===== src/rtl/demux_scheduler.sv =====
// demux_scheduler
//   Holds one upstream word at a time and offers it to one of eight sink
//   channels. The channel is picked either round-robin over the enabled
//   channels or fixed by cfg_sel. A word that no sink takes within TIMEOUT
//   cycles is dropped, and drop pulses for one cycle.
//
// State table
//   state | meaning
//   IDLE  | no word held; in_ready is high when a valid target exists
//   HOLD  | word held in dst_data and offered on dst_valid[sel]
//
// Ports
//   clk        single clock, rising edge
//   rst        asynchronous, active-high reset
//   in_valid   upstream word available
//   in_data    upstream word (WIDTH bits)
//   in_ready   block accepts a word this cycle
//   mode       0 = round-robin routing, 1 = fixed routing to cfg_sel
//   cfg_sel    destination channel in fixed mode
//   chan_en    per-channel enable mask
//   dst_ready  per-channel sink ready; only bit sel is looked at
//   dst_valid  one-hot offer to channel sel while a word is held
//   dst_data   held word, shared by all channels
//   sel        current or last target channel
//   drop       one-cycle pulse when a held word times out
//   xfer_cnt   count of completed transfers, wraps at 16 bits
module demux_scheduler #(
  parameter int WIDTH   = 8,
  parameter int TIMEOUT = 15
) (
  input  logic             clk,
  input  logic             rst,
  input  logic             in_valid,
  input  logic [WIDTH-1:0] in_data,
  output logic             in_ready,
  input  logic             mode,
  input  logic [2:0]       cfg_sel,
  input  logic [7:0]       chan_en,
  input  logic [7:0]       dst_ready,
  output logic [7:0]       dst_valid,
  output logic [WIDTH-1:0] dst_data,
  output logic [2:0]       sel,
  output logic             drop,
  output logic [15:0]      xfer_cnt
);

  typedef enum logic {
    IDLE = 1'b0,
    HOLD = 1'b1
  } state_t;

  // Last HOLD cycle before a word is discarded; the counter starts at 0.
  localparam logic [7:0] TC_LAST = 8'(TIMEOUT - 1);

  state_t     state, state_nxt;
  logic [2:0] ptr;
  logic [7:0] tcnt;

  logic [2:0] rr_idx;
  logic [2:0] rr_tgt;
  logic       rr_found;
  logic [2:0] tgt;
  logic       tgt_ok;
  logic       accept;
  logic       xfer;
  logic       expire;

  // Round-robin search starting at ptr. The loop walks the offsets from the
  // farthest to the nearest, so the nearest enabled channel is the one left
  // in rr_tgt. The 3-bit index wraps from 7 to 0 on its own.
  always_comb begin
    rr_idx   = ptr;
    rr_tgt   = ptr;
    rr_found = 1'b0;
    for (int k = 7; k >= 0; k--) begin
      rr_idx = ptr + 3'(k);
      if (chan_en[rr_idx]) begin
        rr_tgt   = rr_idx;
        rr_found = 1'b1;
      end
    end
  end

  always_comb begin
    tgt    = mode ? cfg_sel : rr_tgt;
    tgt_ok = mode ? chan_en[cfg_sel] : rr_found;
  end

  always_ff @(posedge clk or posedge rst) begin
    if (rst) state <= IDLE;
    else     state <= state_nxt;
  end

  always_comb begin
    state_nxt = state;
    in_ready  = 1'b0;
    dst_valid = 8'h00;
    accept    = 1'b0;
    xfer      = 1'b0;
    expire    = 1'b0;
    case (state)
      IDLE: begin
        // in_ready is gated by rst so it reads low for the whole reset.
        in_ready = tgt_ok & ~rst;
        accept   = in_valid & in_ready;
        if (accept) state_nxt = HOLD;
      end
      HOLD: begin
        dst_valid = 8'h01 << sel;
        xfer      = dst_ready[sel];
        // A transfer in the last cycle takes priority over the timeout.
        expire    = ~xfer && (tcnt == TC_LAST);
        if (xfer || expire) state_nxt = IDLE;
      end
      default: state_nxt = IDLE;
    endcase
  end

  always_ff @(posedge clk or posedge rst) begin
    if (rst) begin
      ptr      <= 3'd0;
      sel      <= 3'd0;
      dst_data <= '0;
      tcnt     <= 8'd0;
      drop     <= 1'b0;
      xfer_cnt <= 16'd0;
    end else begin
      drop <= expire;
      if (accept) begin
        dst_data <= in_data;
        sel      <= tgt;
        tcnt     <= 8'd0;
      end
      if (state == HOLD && !xfer && !expire) tcnt <= tcnt + 8'd1;
      // The pointer moves past the last target whether it was taken or dropped.
      if (xfer || expire) ptr <= sel + 3'd1;
      if (xfer) xfer_cnt <= xfer_cnt + 16'd1;
    end
  end

endmodule


===== config.mk =====
export PLATFORM = sky130hd
export DESIGN_NAME = demux_scheduler
export DESIGN_NICKNAME = d
export VERILOG_FILES = /design/src/rtl/demux_scheduler.sv
export SDC_FILE = /design/constraint.sdc
export NUM_CORES = 1
export LEC_CHECK = 0
export BUFFER_PORTS_ARGS = -buffer_cell sky130_fd_sc_hd__clkbuf_2
export CORE_MARGIN = 10
export CORE_UTILIZATION = 59
export DETAILED_ROUTE_END_ITERATION = 10
export PLACE_DENSITY = 0.83
export SYNTH_ARGS = -nofsm -noshare
export SYNTH_HDL_FRONTEND = slang
export SYNTH_SLANG_ARGS = --single-unit

===== constraint.sdc =====
create_clock -name clk -period 5.2 [get_ports clk]
set_input_delay 0.26 -clock clk [delete_from_list [all_inputs] [get_ports clk]]
set_output_delay 0.26 -clock clk [all_outputs]
set_load 0.05 [all_outputs]

After elaboration in Yosys (flattened, before gate mapping)
Index checks and enable logic that the tools add are counted.
- bitwise gates (word level): 5
- reductions and logical operators: 8
- multiplexer cells: 48
- add/subtract/negate cells: 10
- shift operators: 1
- eq/ne operators: 1
- multiply operators: 0
- order comparisons: 10
- divide/modulo/power cells: 0
- operator list (operator ; number):
    $lt A3 B4 Y1 const B ; 10
    $bmux W1 S3 ; 10
    $mux W3 ; 9
    $mux W1 ; 25
    $mux W8 ; 3
    $add A16 B1 Y16 const B ; 1
    $add A3 B3 Y3 const B ; 4
    $add A8 B1 Y8 const B ; 1
    $eq A8 B4 Y1 const B ; 1
    $shl A1 B3 Y8 const A ; 1
    $add A3 B1 Y3 const B ; 2
    $add A3 B2 Y3 const B ; 2
    $logic_and A1 B1 Y1 ; 3
    $not A1 Y1 ; 3
    $and A1 B1 Y1 ; 2
    $logic_not A1 Y1 ; 2
    $logic_or A1 B1 Y1 ; 2
    $pmux W1 S2 ; 1
    $reduce_bool A2 Y1 ; 1
- register bits after elaboration: 40
- bits of input ports: 31
- bits in read-only memories: 0
- memories kept: 0
- latch bits: 0
- output and inout port bits: 37
- bits in writable memories: 0

Longest topological paths before layout
- depth in word-level cells: 17
- mapped depth: 12
- gate-level depth less buffers: 8

Least setup slack after synthesis
OpenSTA, ideal clock, no wires.
- kind: reg-to-reg
- from: register ptr[1]
- to: register dst_data[6]
- buffers on the path: 4
- required time: 5.075 ns
- cell stages (with the launch flop): 12
- arrival time: 3.006 ns
- slack: 2.069 ns
- path through: dfrtp_1 > buf_2 > clkbuf_1 > inv_1 > ha_1 > buf_6 > mux2i_1 > mux4_2 > and3_4 > a31oi_4 > buf_6 > mux2_4
- longest elaborated chain between the ends: 15
- elaborated cells between the ends (all ways): 35
- RTL lines (what ; line ; text):
    start: declaration ; 56 ; logic [2:0] ptr;
    start signal: assignment ; 136 ; if (xfer || expire) ptr <= sel + 3'd1;
    $add A3 B3 Y3 ; 76 ; rr_idx = ptr + 3'(k);
    $bmux W1 S3 ; 77 ; if (chan_en[rr_idx]) begin
    $mux W1 (not written as such) ; 77 ;
    $mux W1 (7 in a row) ; 77 ;
    $mux W1 (*) ; 77 ;
    $mux W1 (*) ; 86 ; tgt_ok = mode ? chan_en[cfg_sel] : rr_found;
    $and A1 B1 Y1 (*) ; 104 ; in_ready = tgt_ok & ~rst;
    $and A1 B1 Y1 (*) ; 105 ; accept = in_valid & in_ready;
    $mux W1 (*) ; 101 ; case (state)
    end signal: assignment ; 130 ; dst_data <= in_data;
    end: declaration ; 41 ; output logic [WIDTH-1:0] dst_data,
Every way passes the cells marked *; elsewhere a longest branch is shown, timed or not. The select of a mux whose other input is x is not followed.
A chain may end at the register's enable or synchronous reset.

Worst setup path after layout
- from: register ptr[0]
- to: output port in_ready
- longest elaborated chain between the ends: 14
- elaborated cells between the ends (all ways): 34
- RTL lines (what ; line ; text):
    $add A3 B3 Y3 ; 76 ;
    $bmux W1 S3 ; 77 ;
    $mux W1 (not written as such) ; 77 ;
    $mux W1 (7 in a row) ; 77 ;
    $mux W1 (*) ; 77 ;
    $mux W1 (*) ; 86 ;
    $and A1 B1 Y1 (*) ; 104 ;
    $mux W1 (*) ; 101 ;
    end: declaration ; 35 ; output logic in_ready,
Marked as above.

==> results.cfg <==
[outcome]
run_status = complete, no violations

[worst_setup_path]
setup.worst_path.start = ptr[0]$_DFFE_PP0P_
worstSetupStartpointType = flip-flop
crit-reg2reg-launch = ptr[0]$_DFFE_PP0P_
critPathKind = flip-flop to output pin
critPathArrivalTime_ns = 3.67
worst_setup_path_end_kind = output pin
worst-path-max-fanout = 16
required_worst_endpoint_ns = 4.94

[detailed_routing]
drt-total-wl_um = 7190
viasPerCell = 5.88
dr.pass1.iters = 4
drt_drc_violations_left = 0
first_iter_violations = 150
wl_per_cell_um = 17.2
detail-route-antenna-nets = 0
route.vias.total = 2450

[cells_and_area]
antenna-diode-count = 0
synthToLayoutAreaGrowth_pct = 15.1
drive_gt1_share_pct = 32.6
final_net_count = 391
stdcell_area_um2 = 3410

[power]
power.sequential.fraction_pct = 25.0
worst_ir_drop_vdd_mv = 0.369
power.net_switching_uw = 1110
combPwrFrac_pct = 65.5
sw_frac_of_total_pct = 51.2
total_power_density_per_cell_area_nw_per_um2 = 635
leakagePower_uw = 0.00166
clkPwrFrac_pct = 9.5
intPower_uw = 1060

[timing]
grt_setup_unrepaired = no
finalSetupViolCount = 0
final.setup_skew_ns = 0.0110
fmax_ghz = 0.255
layout_min_cycle_time_ns = 3.93
slew_headroom_pct = 54.2
timing.final.max_slew_violations = 0
min_period_over_period_pct = 75.5
tightestPinTransition_ns = 0.687
setup-tns-final_ns = 0
final-hold-violation-count = 0

[synth]
synth-warning-count = 0
synth_nets = 327
yosys-top-cells-count = 40 x sky130_fd_sc_hd__dfrtp_1, 28 x sky130_fd_sc_hd__nand2_1, 19 x sky130_fd_sc_hd__inv_1, 19 x sky130_fd_sc_hd__nor2_1, 16 x sky130_fd_sc_hd__mux2i_1
ys_types = 54
synth-main-ff-cell = sky130_fd_sc_hd__dfrtp_1
netlist_area_before_placement_um2 = 2960
synth_enable_flop_cells = 0
postSynthAreaPerCell_um2 = 10.4
ys_seq_elements = 40
synthesis.instances = 285
yosysSeqAreaShare_pct = 33.8
synth.most_common_cell = sky130_fd_sc_hd__dfrtp_1
synthTopCellsByArea = sky130_fd_sc_hd__dfrtp_1 34%, sky130_fd_sc_hd__mux4_2 11%, sky130_fd_sc_hd__mux2i_1 5.4%
synth_top_cell_by_area = sky130_fd_sc_hd__dfrtp_1
async_set_or_reset_flop_fraction_in_the_synthesized_netlist_pct = 100
synth_top_area_share_pct = 33.8

[floorplanning]
fp.dieW_um = 90.8
initial_core_util_pct = 61.8
placeableCoreArea_um2 = 4790
die_height_um = 90.8
placement_rows = 25
die_area_um2 = 8250
pin_count = 68

[global_routing]
grt_antenna_before_repair = 0
use_met3_pct = 7.07
global_route.usage.met2_pct = 25.6
first_global_vias = 2490
grt_start_max_net_pins = 41
grt.overflow.total = 0
gr-usage-all-layers_pct = 17.8
grt_pass1_wl_um = 12300
grt_util_met1_pct = 24.4
grt.busiest_layer = met2

[clock_tree]
clock-sinks = 40
post_cts_setup_buffer_count = 0
ctsHtreeMaxLevel = 2
ctsLongestPathBuffers = 2
clk-insertion-delay-late_ns = 0.30
cts_inserted_buffers = 5
clk_root_buffer_cell = sky130_fd_sc_hd__clkbuf_8
cts_hold_buffers = 0
resized_cells_post_cts = 0
cts_tree = done
path_clk_slew_ns = 0.08

[place]
io_buffer_count = 67
globalplace.congestion = 0.905
hpwlAfterDp_um = 5590
placed_cell_area_um2 = 3320

[hold_path]
min_path_type = input pin to asynchronous set/reset pin

[run]
max_cap_violations = 0
[registers in the layout, indices dropped and copies added, names as in the netlist]
name,count
state,1
tcnt,8
ptr,3
sel,3
xfer_cnt,16
drop,1
dst_data,8
[placed cells by master (no fill, tap or decap), drive strengths merged, types with 3 or more instances in the layout]
cell type  Yosys  final
clkbuf         4     72
dfrtp         40     40
nand2         28     28
nor2          19     19
inv           19     19
mux2i         16     16
mux4          15     15
mux2          14     14
xor2          11     11
xnor2         11     11
ha            11     11
nand3         10     10
a21oi          8      8
and2           7      7
and3           7      7
o22ai          5      5
nor3           5      5
o21ai          5      5
nor2b          5      5
a221oi         3      3
a211o          3      3
clkinv         0      3
[through the flow]
stage | hold slack [ns] | total power (µW) | setup slack, ns | cells | utilization (%)
after global routing | 0.116 | 2320 | 1.05 | 417 | 71.2
after floorplan | 0.408 | 1670 | 2.07 | 285 | -
after global placement | 0.403 | 1910 | 1.53 | 409 | 69.3
final | 0.0712 | 2160 | 1.27 | 417 | 71.2
after detailed placement | 0.402 | 1940 | 1.41 | 409 | 69.3
after CTS | 0.0831 | 2150 | 1.28 | 417 | 71.2
[per-layer routing]
metal	vias up	routed length (µm)
li1	1170	-
met1	1159	3200
met2	113	3140
met3	8	788
met4	0	64
met5	-	0
[layout make-up]
type                       count  area [µm²]
multi-input combinational    214        1810
fill                         365        1380
sequential                    40        1000
timing repair buffer          69         350
tap                           67        83.8
inverter                      19        71.3
clock buffer                   5        68.8
clock inverter                 3        18.8
[final timing paths]
check                                           end  slack [ns]  depth (start not counted)
min in group clk            dst_data[6]$_DFFE_PP0P_        0.19                          2
setup / recovery                           in_ready        1.27                          8
max in group asynchronous        sel[0]$_DFFE_PP0P_        4.78                          3
hold / removal                  tcnt[5]$_DFFE_PP0P_        0.07                          3
setup reg to reg                tcnt[2]$_DFFE_PP0P_        1.44                          8
hold reg to reg            xfer_cnt[15]$_DFFE_PP0P_        0.47                          1
[logic make-up after synthesis]
group                      share of synthesized area, %
muxes                                              22.5
DFF                                                33.8
xor gates and xnor gates                           6.51
and+or+nand+nor                                    16.0
adders and majority gates                          4.65
buffers and inverters                              4.95
AOI/OAI and AO/OA                                  11.5
[critical path: stages (launching register included)]
cell,delay (ns)
sky130_fd_sc_hd__dfrtp_1,0.79
sky130_fd_sc_hd__inv_1,0.22
sky130_fd_sc_hd__ha_1,0.70
sky130_fd_sc_hd__mux4_2,0.47
sky130_fd_sc_hd__mux2_4,0.34
sky130_fd_sc_hd__a2111oi_4,0.29
sky130_fd_sc_hd__nand3_1,0.16
sky130_fd_sc_hd__and3_1,0.17
sky130_fd_sc_hd__clkbuf_2,0.23
[power by group through the flow]
stage,registers (µW),clock network [µW],logic (µW)
3_3_place_gp,538,0,1370
3_5_place_dp,543,0,1400
5_1_grt,562,228,1530
2_1_floorplan,693,0,980
4_1_cts,539,209,1410
6_report,540,205,1420
Power figures use the tool's default switching activity.
